### src/rtl/elastic_pipe_register.sv
// elastic_pipe_register: DEPTH cascaded 2-entry skid-buffer stages on a valid/ready
// stream. Every ready is decoded from registered stage state, so out_ready never
// reaches in_ready combinationally. Payload MSBs [DATAW-1 -: RESETW] are cleared by reset.
module elastic_pipe_register #(
    parameter int DATAW  = 8,
    parameter int RESETW = DATAW,
    parameter int DEPTH  = 1,
    // DEPTH==0 would give a zero-width count, so it is held at one bit there
    parameter int CNTW   = (DEPTH == 0) ? 1 : $clog2(2 * DEPTH + 1)
) (
    input  logic             clk,
    input  logic             reset,
    input  logic             in_valid,
    output logic             in_ready,
    input  logic [DATAW-1:0] in_data,
    output logic             out_valid,
    input  logic             out_ready,
    output logic [DATAW-1:0] out_data,
    output logic [CNTW-1:0]  count,
    output logic             empty,
    output logic             full
);

    typedef enum logic [1:0] {ST_EMPTY, ST_ONE, ST_TWO} stage_state_e;

    generate
        if (DEPTH == 0) begin : g_bypass
            logic unused_clk_rst;
            assign unused_clk_rst = clk ^ reset;

            assign out_valid = in_valid;
            assign in_ready  = out_ready;
            assign out_data  = in_data;
            assign count     = '0;
            assign empty     = 1'b1;
            assign full      = 1'b1;
        end else begin : g_pipe
            localparam logic [DATAW-1:0] ALL_ONES  = '1;
            localparam logic [DATAW-1:0] KEEP_MASK = ALL_ONES >> RESETW;
            localparam logic [CNTW-1:0]  CNT_MAX   = CNTW'(2 * DEPTH);

            logic [DEPTH-1:0] stg_valid;
            logic [DEPTH-1:0] stg_ready;
            logic [DATAW-1:0] stg_data [DEPTH];
            logic [CNTW-1:0]  count_q, count_d;
            logic             push_in, pop_out;

            for (genvar k = 0; k < DEPTH; k++) begin : g_stage
                stage_state_e     state_q, state_d;
                logic [DATAW-1:0] main_q, main_d, skid_q, skid_d;
                logic [DATAW-1:0] up_data;
                logic             up_valid, dn_ready;
                logic             o_valid, i_ready, push, pop;

                if (k == 0) begin : g_first
                    assign up_valid = in_valid;
                    assign up_data  = in_data;
                end else begin : g_chain
                    assign up_valid = stg_valid[k-1];
                    assign up_data  = stg_data[k-1];
                end

                if (k == DEPTH - 1) begin : g_last
                    assign dn_ready = out_ready;
                end else begin : g_inner
                    assign dn_ready = stg_ready[k+1];
                end

                assign push = up_valid && i_ready;
                assign pop  = o_valid && dn_ready;

                // Stage occupancy state register
                always_ff @(posedge clk) begin
                    if (!reset) state_q <= ST_EMPTY;
                    else        state_q <= state_d;
                end

                // Payload registers: reset clears the MSB field, LSBs just hold
                always_ff @(posedge clk) begin
                    if (!reset) begin
                        main_q <= main_q & KEEP_MASK;
                        skid_q <= skid_q & KEEP_MASK;
                    end else begin
                        main_q <= main_d;
                        skid_q <= skid_d;
                    end
                end

                // Next state and payload moves for one skid stage
                always_comb begin
                    state_d = state_q;
                    main_d  = main_q;
                    skid_d  = skid_q;
                    case (state_q)
                        ST_EMPTY: begin
                            if (push) begin
                                state_d = ST_ONE;
                                main_d  = up_data;
                            end
                        end
                        ST_ONE: begin
                            if (push && !pop) begin
                                state_d = ST_TWO;
                                skid_d  = up_data;
                            end else if (!push && pop) begin
                                state_d = ST_EMPTY;
                            end else if (push && pop) begin
                                main_d  = up_data;
                            end
                        end
                        ST_TWO: begin
                            if (pop) begin
                                state_d = ST_ONE;
                                main_d  = skid_q;
                            end
                        end
                        default: state_d = ST_EMPTY;
                    endcase
                end

                // Handshake outputs decoded from registered state only
                always_comb begin
                    o_valid = (state_q != ST_EMPTY);
                    i_ready = (state_q != ST_TWO);
                end

                assign stg_valid[k] = o_valid;
                assign stg_ready[k] = i_ready;
                assign stg_data[k]  = main_q;
            end

            assign in_ready  = reset && stg_ready[0];
            assign out_valid = stg_valid[DEPTH-1];
            assign out_data  = stg_data[DEPTH-1];
            assign push_in   = in_valid && in_ready;
            assign pop_out   = out_valid && out_ready;

            // Occupancy follows push minus pop at the pipe boundaries
            always_comb begin
                count_d = count_q;
                if (push_in && !pop_out)      count_d = count_q + CNTW'(1);
                else if (!push_in && pop_out) count_d = count_q - CNTW'(1);
            end

            // Occupancy register
            always_ff @(posedge clk) begin
                if (!reset) count_q <= '0;
                else        count_q <= count_d;
            end

            assign count = count_q;
            assign empty = (count_q == '0);
            assign full  = (count_q == CNT_MAX);
        end
    endgenerate

endmodule

### config.mk
export PLATFORM = sky130hd
export DESIGN_NAME = elastic_pipe_register
export DESIGN_NICKNAME = d
export VERILOG_FILES = /design/src/rtl/elastic_pipe_register.sv
export SDC_FILE = /design/constraint.sdc
export NUM_CORES = 1
export LEC_CHECK = 0
export CORE_ASPECT_RATIO = 0.75
export CORE_UTILIZATION = 26
export DETAILED_ROUTE_END_ITERATION = 8
export PLACE_DENSITY = 0.61
export SLEW_MARGIN = 20
export SYNTH_ARGS = -nofsm -noshare
export SYNTH_HDL_FRONTEND = slang
export SYNTH_SLANG_ARGS = --single-unit
### constraint.sdc
create_clock -name clk -period 1.8 [get_ports clk]
set_input_delay 0.36 -clock clk [delete_from_list [all_inputs] [get_ports clk]]
set_output_delay 0.36 -clock clk [all_outputs]
set_load 0.05 [all_outputs]
# == Word level (Yosys, flattened, before mapping) ==
# Index checks and enable logic that the tools add are counted.
# word_totals
elab_cells,49
reg_bits,20
in_bits,12
# op_classes
muxes,13
n_reduce_logical,20
eq_ne,10
addsub,2
# ops
cell,n
8-bit two-way mux,5
8-bit case mux with 3 select lines,1
2-bit two-way mux,6
2-bit inequality test (second input constant),6
1-bit logical AND,9
2-bit case mux with 3 select lines,1
6-bit AND reduction,1
2-bit == test (second input constant),2
2-bit zero test,2
2-bit nonzero test,2
1-bit zero test,3
3-bit inequality test (second input constant),1
3-bit AND reduction,1
3-bit nonzero test,1
2-bit by 1-bit adder with 2-bit output (second input constant),1
2-bit by 1-bit == test with 1-bit output (second input constant),1
2-bit AND reduction,1
2-bit by 1-bit subtractor with 2-bit output (second input constant),1

# == Depth between registers and ports, before layout ==
# logic_depth
word_depth,7
depth_mapped,7
mapped_depth_nobuf,6

# == Worst setup path after synthesis ==
# OpenSTA, ideal clock, no wires.
# synth_timing
kind,reg2out
from,register g_pipe.count_q[1] (netlist: count[1])
to,output full
n_path_buf,0
setup_slack_ns,0.005
t_required_ns,1.440
arrival_ns,1.435
stages_incl_launch_ff,2
cell_sequence,dfxtp_1 nor2b_1
# synth_via
elab_chain_len,1
# synth_rtl
item,line_no,rtl
"start, declared",45,"logic [CNTW-1:0] count_q, count_d;"
"start signal, assigned",148,else count_q <= count_d;
2-bit == test,153,assign full = (count_q == CNT_MAX);
"end, declared",21,output logic full
# No other way between the ends.

# == Worst setup path in the final report ==
# layout_timing
from,register g_pipe.g_stage[0].state_q[0]
to,output in_ready
# layout_via
elab_chain_len,2
# layout_rtl
item,line_no,rtl
"start, declared",49,"stage_state_e state_q, state_d;"
"start signal, assigned",75,else state_q <= state_d;
2-bit inequality test,124,i_ready = (state_q != ST_TWO);
1-bit logical AND,132,assign in_ready = reset && stg_ready[0];
"end, declared",14,"output logic in_ready,"
# No other way between the ends.

==> impl_metrics.tcl <==
set metrics [dict create \
    outcome "finished, final reports clean" \
    grt_pass1_vias 795 \
    finalHoldViolCount 0 \
    gp_congestion 0.770 \
    final_common_cell "buf_4" \
    critical_path.cell_chain "nand2b_1, buf_4, and2_1, buf_12" \
    grt-ovfl-total 0 \
    firstDrtPassIters 4 \
    synth_fp_nets 107 \
    grt_usage 0.120 \
    remaining_drc_errors 0 \
    ys_ff_latch 20 \
    drv_cap 0 \
    io_pins 26 \
    yosysSeqAreaShare 0.408 \
    synth_top_family_by_area "compound AO/OA/AOI/OAI gates" \
    critPathCaptureType "output pin" \
    htree_levels 1 \
    power_density_nw_per_um2 849 \
    clock_latency_ns 0.25 \
    syn2layout_area_growth_pct 39.4 \
    num_vias 794 \
    numCtsBuffers 3 \
    swShare 0.335 \
    avgSynthCellArea_sq_um 10.4 \
    total_power_uw 1160 \
    std_cell_rows 18 \
    finalCritPeriodShare 0.938 \
    seqPwrFrac 0.431 \
    clkPwrFrac 0.248 \
    synth.distinct_cells 27 \
    rsz0062_at_grt "false" \
    fillers 334 \
    finalSetupViolations 0 \
    antenna_left 0 \
    ctsLongestPathBuffers 2 \
    worst_ep_required_time_ns 1.44 \
    synth.area.mux_share 0.173 \
    crit_slowest_cell "dfxtp_2" \
    drt_iter0_drc 17 \
    antenna_found_initial 0 \
    slew_headroom 0.729 \
    tightest_slew_ns 0.406 \
    fin_nets 140 \
    path_clk_slew_ns 0.07 \
    hp-class "reg2reg" \
    cp.arrival_ns 1.33 \
    start_util 0.285 \
    synth-compound-area-share 0.209 \
    synthSimpleGateAreaFrac 0.135 \
    cts-hold-fix-buffers 0 \
    avgViaCountPerCell 4.54 \
    wl_per_cell_um 12.6 \
    hpwl_mm 1.62 \
    startpoint_type "flip-flop" \
    fin_worst_skew_ns 0.00218 \
    final.setup.tns_ns 0 \
    routed_wl_mm 2.21 \
    combinationalPowerShare 0.320 \
    slew_violations 0 \
    synth_xor_area_frac 0.0178 \
    tritoncts "built" \
    root_buffer "clkbuf_8" \
    leakage_uw 0.000580 \
    p_sw_uw 389 \
    cts_setup_buffers 0 \
    critical_path_class "reg2out" \
    cp_max_fo 10 \
    grt_max_degree 20 \
    die_h_um 55.2 \
    synth_area_sq_um 982 \
    yosys.area_share.adder 0.0127 \
    drive_above_1_share 0.312 \
    peakVddDrop_mv 0.425 \
    dieArea_sq_um 4030 \
    synthCells 94 \
    die_x_um 73.0 \
    power.internal_uw 772 \
    diodes 0 \
    final_cell_mix "20 x buf_4, 18 x dfxtp_1, 17 x mux2i_1" \
    yosys_warnings 0 \
    final_core_util 0.397 \
    clock-sinks 20 \
    cpPeakStageDelay_ns 0.39 \
    fmax_mhz 592 \
    grt_pass1_wl_mm 3.71 \
    finalCriticalPeriod_ns 1.69 \
    port_buffers 25 \
    core_area_sq_um 3450 \
]
## layer usage
| layer | part of all wire | GRT usage | up-vias |
|---|---|---|---|
| met3 | 0.058 | 0.0529 | 6 |
| met1 | 0.49 | 0.166 | 368 |
| met2 | 0.43 | 0.171 | 20 |
| li1 | - | - | 400 |
| met4 | 0.016 | 0.0280 | 0 |
| met5 | 0 | 0 | - |
## worst max-delay path: cells and delay by family (launching register included)
kind / cells / cell delay, ns
and+or+nand+nor: 2 / 0.33
DFF: 1 / 0.39
buffers and inverters: 2 / 0.35
## flip-flops by register name, indices dropped and copies added (netlist names)
name	cells
g_pipe.g_stage.skid_q	8
out_data	8
count	2
g_pipe.g_stage.state_q	2
## synth_stat cells, drive strengths merged
library cell	number	area share
inv	1	0.0038
buf	4	0.032
a21o	1	0.015
clkbuf	2	0.0089
o21ai	1	0.0051
a211oi	17	0.17
and2	1	0.0064
xor2	2	0.018
nor2b	2	0.013
or3	1	0.0064
nand2b	2	0.013
and4bb	1	0.013
or2	1	0.0064
and3b	1	0.0089
a21oi	2	0.010
and3	1	0.0064
nor2	11	0.042
nand2	3	0.011
or3b	1	0.0089
mux2i	17	0.17
dfxtp	20	0.41
ha	1	0.013
o21a	1	0.0076
## path summary, 6_finish.rpt
kind / from / end / slack, ns / depth (start not counted)
max: g_pipe.g_stage[0].state_q[0] / in_ready / 0.11 / 4
min: g_pipe.g_stage[0].skid_q[7] / g_pipe.g_stage[0].skid_q[7] / 0.49 / 2
max reg2reg: g_pipe.g_stage[0].state_q[1] / count[1] / 0.21 / 5
min reg2reg: g_pipe.g_stage[0].skid_q[7] / g_pipe.g_stage[0].skid_q[7] / 0.49 / 2
## through the flow
step | worst slack [ns] | cell area [sq um] | hold WS, ns | instances
floorplan | 0.00508 | 982 | 0.438 | 94
global placement | -0.0125 | 1330 | 0.474 | 172
detailed placement | -0.0529 | 1330 | 0.485 | 172
CTS | 0.0367 | 1370 | 0.506 | 175
global route | 0.0209 | 1370 | 0.531 | 175
finish | 0.111 | 1370 | 0.493 | 175
## cell families (layout without fill, tap and decap cells)
kind of cell	count (synthesis)	in the layout
compound gates	22	22
xor+xnor	2	2
fa+ha+maj	1	1
buf+inv	7	38
flops	20	20
mux	17	17
simple gates	25	25
## cell type report
cell class	count	area [sq um]	share of cell area
timing repair buffer	34	320	0.234
sequential	20	403	0.294
clock buffer	3	41.3	0.0302
tap	50	62.6	0.0457
multi-input combinational	67	538	0.393
inverter	1	3.75	0.00274
## power groups by stage
| stage | sequential [uW] | clock, uW | combinational, uW |
|---|---|---|---|
| detailed placement | 510 | 0 | 374 |
| finish | 501 | 289 | 372 |
| global placement | 509 | 0 | 368 |
| CTS | 500 | 299 | 375 |
| floorplan | 585 | 0 | 161 |
| global route | 506 | 309 | 395 |
## what timing repair did
action | in CTS | in global routing
endpoints found under the hold margin | 0 | 0
gates resized for setup | 0 | 2
setup endpoints to repair | 0 | 1
(Power assumes the default switching activity.)
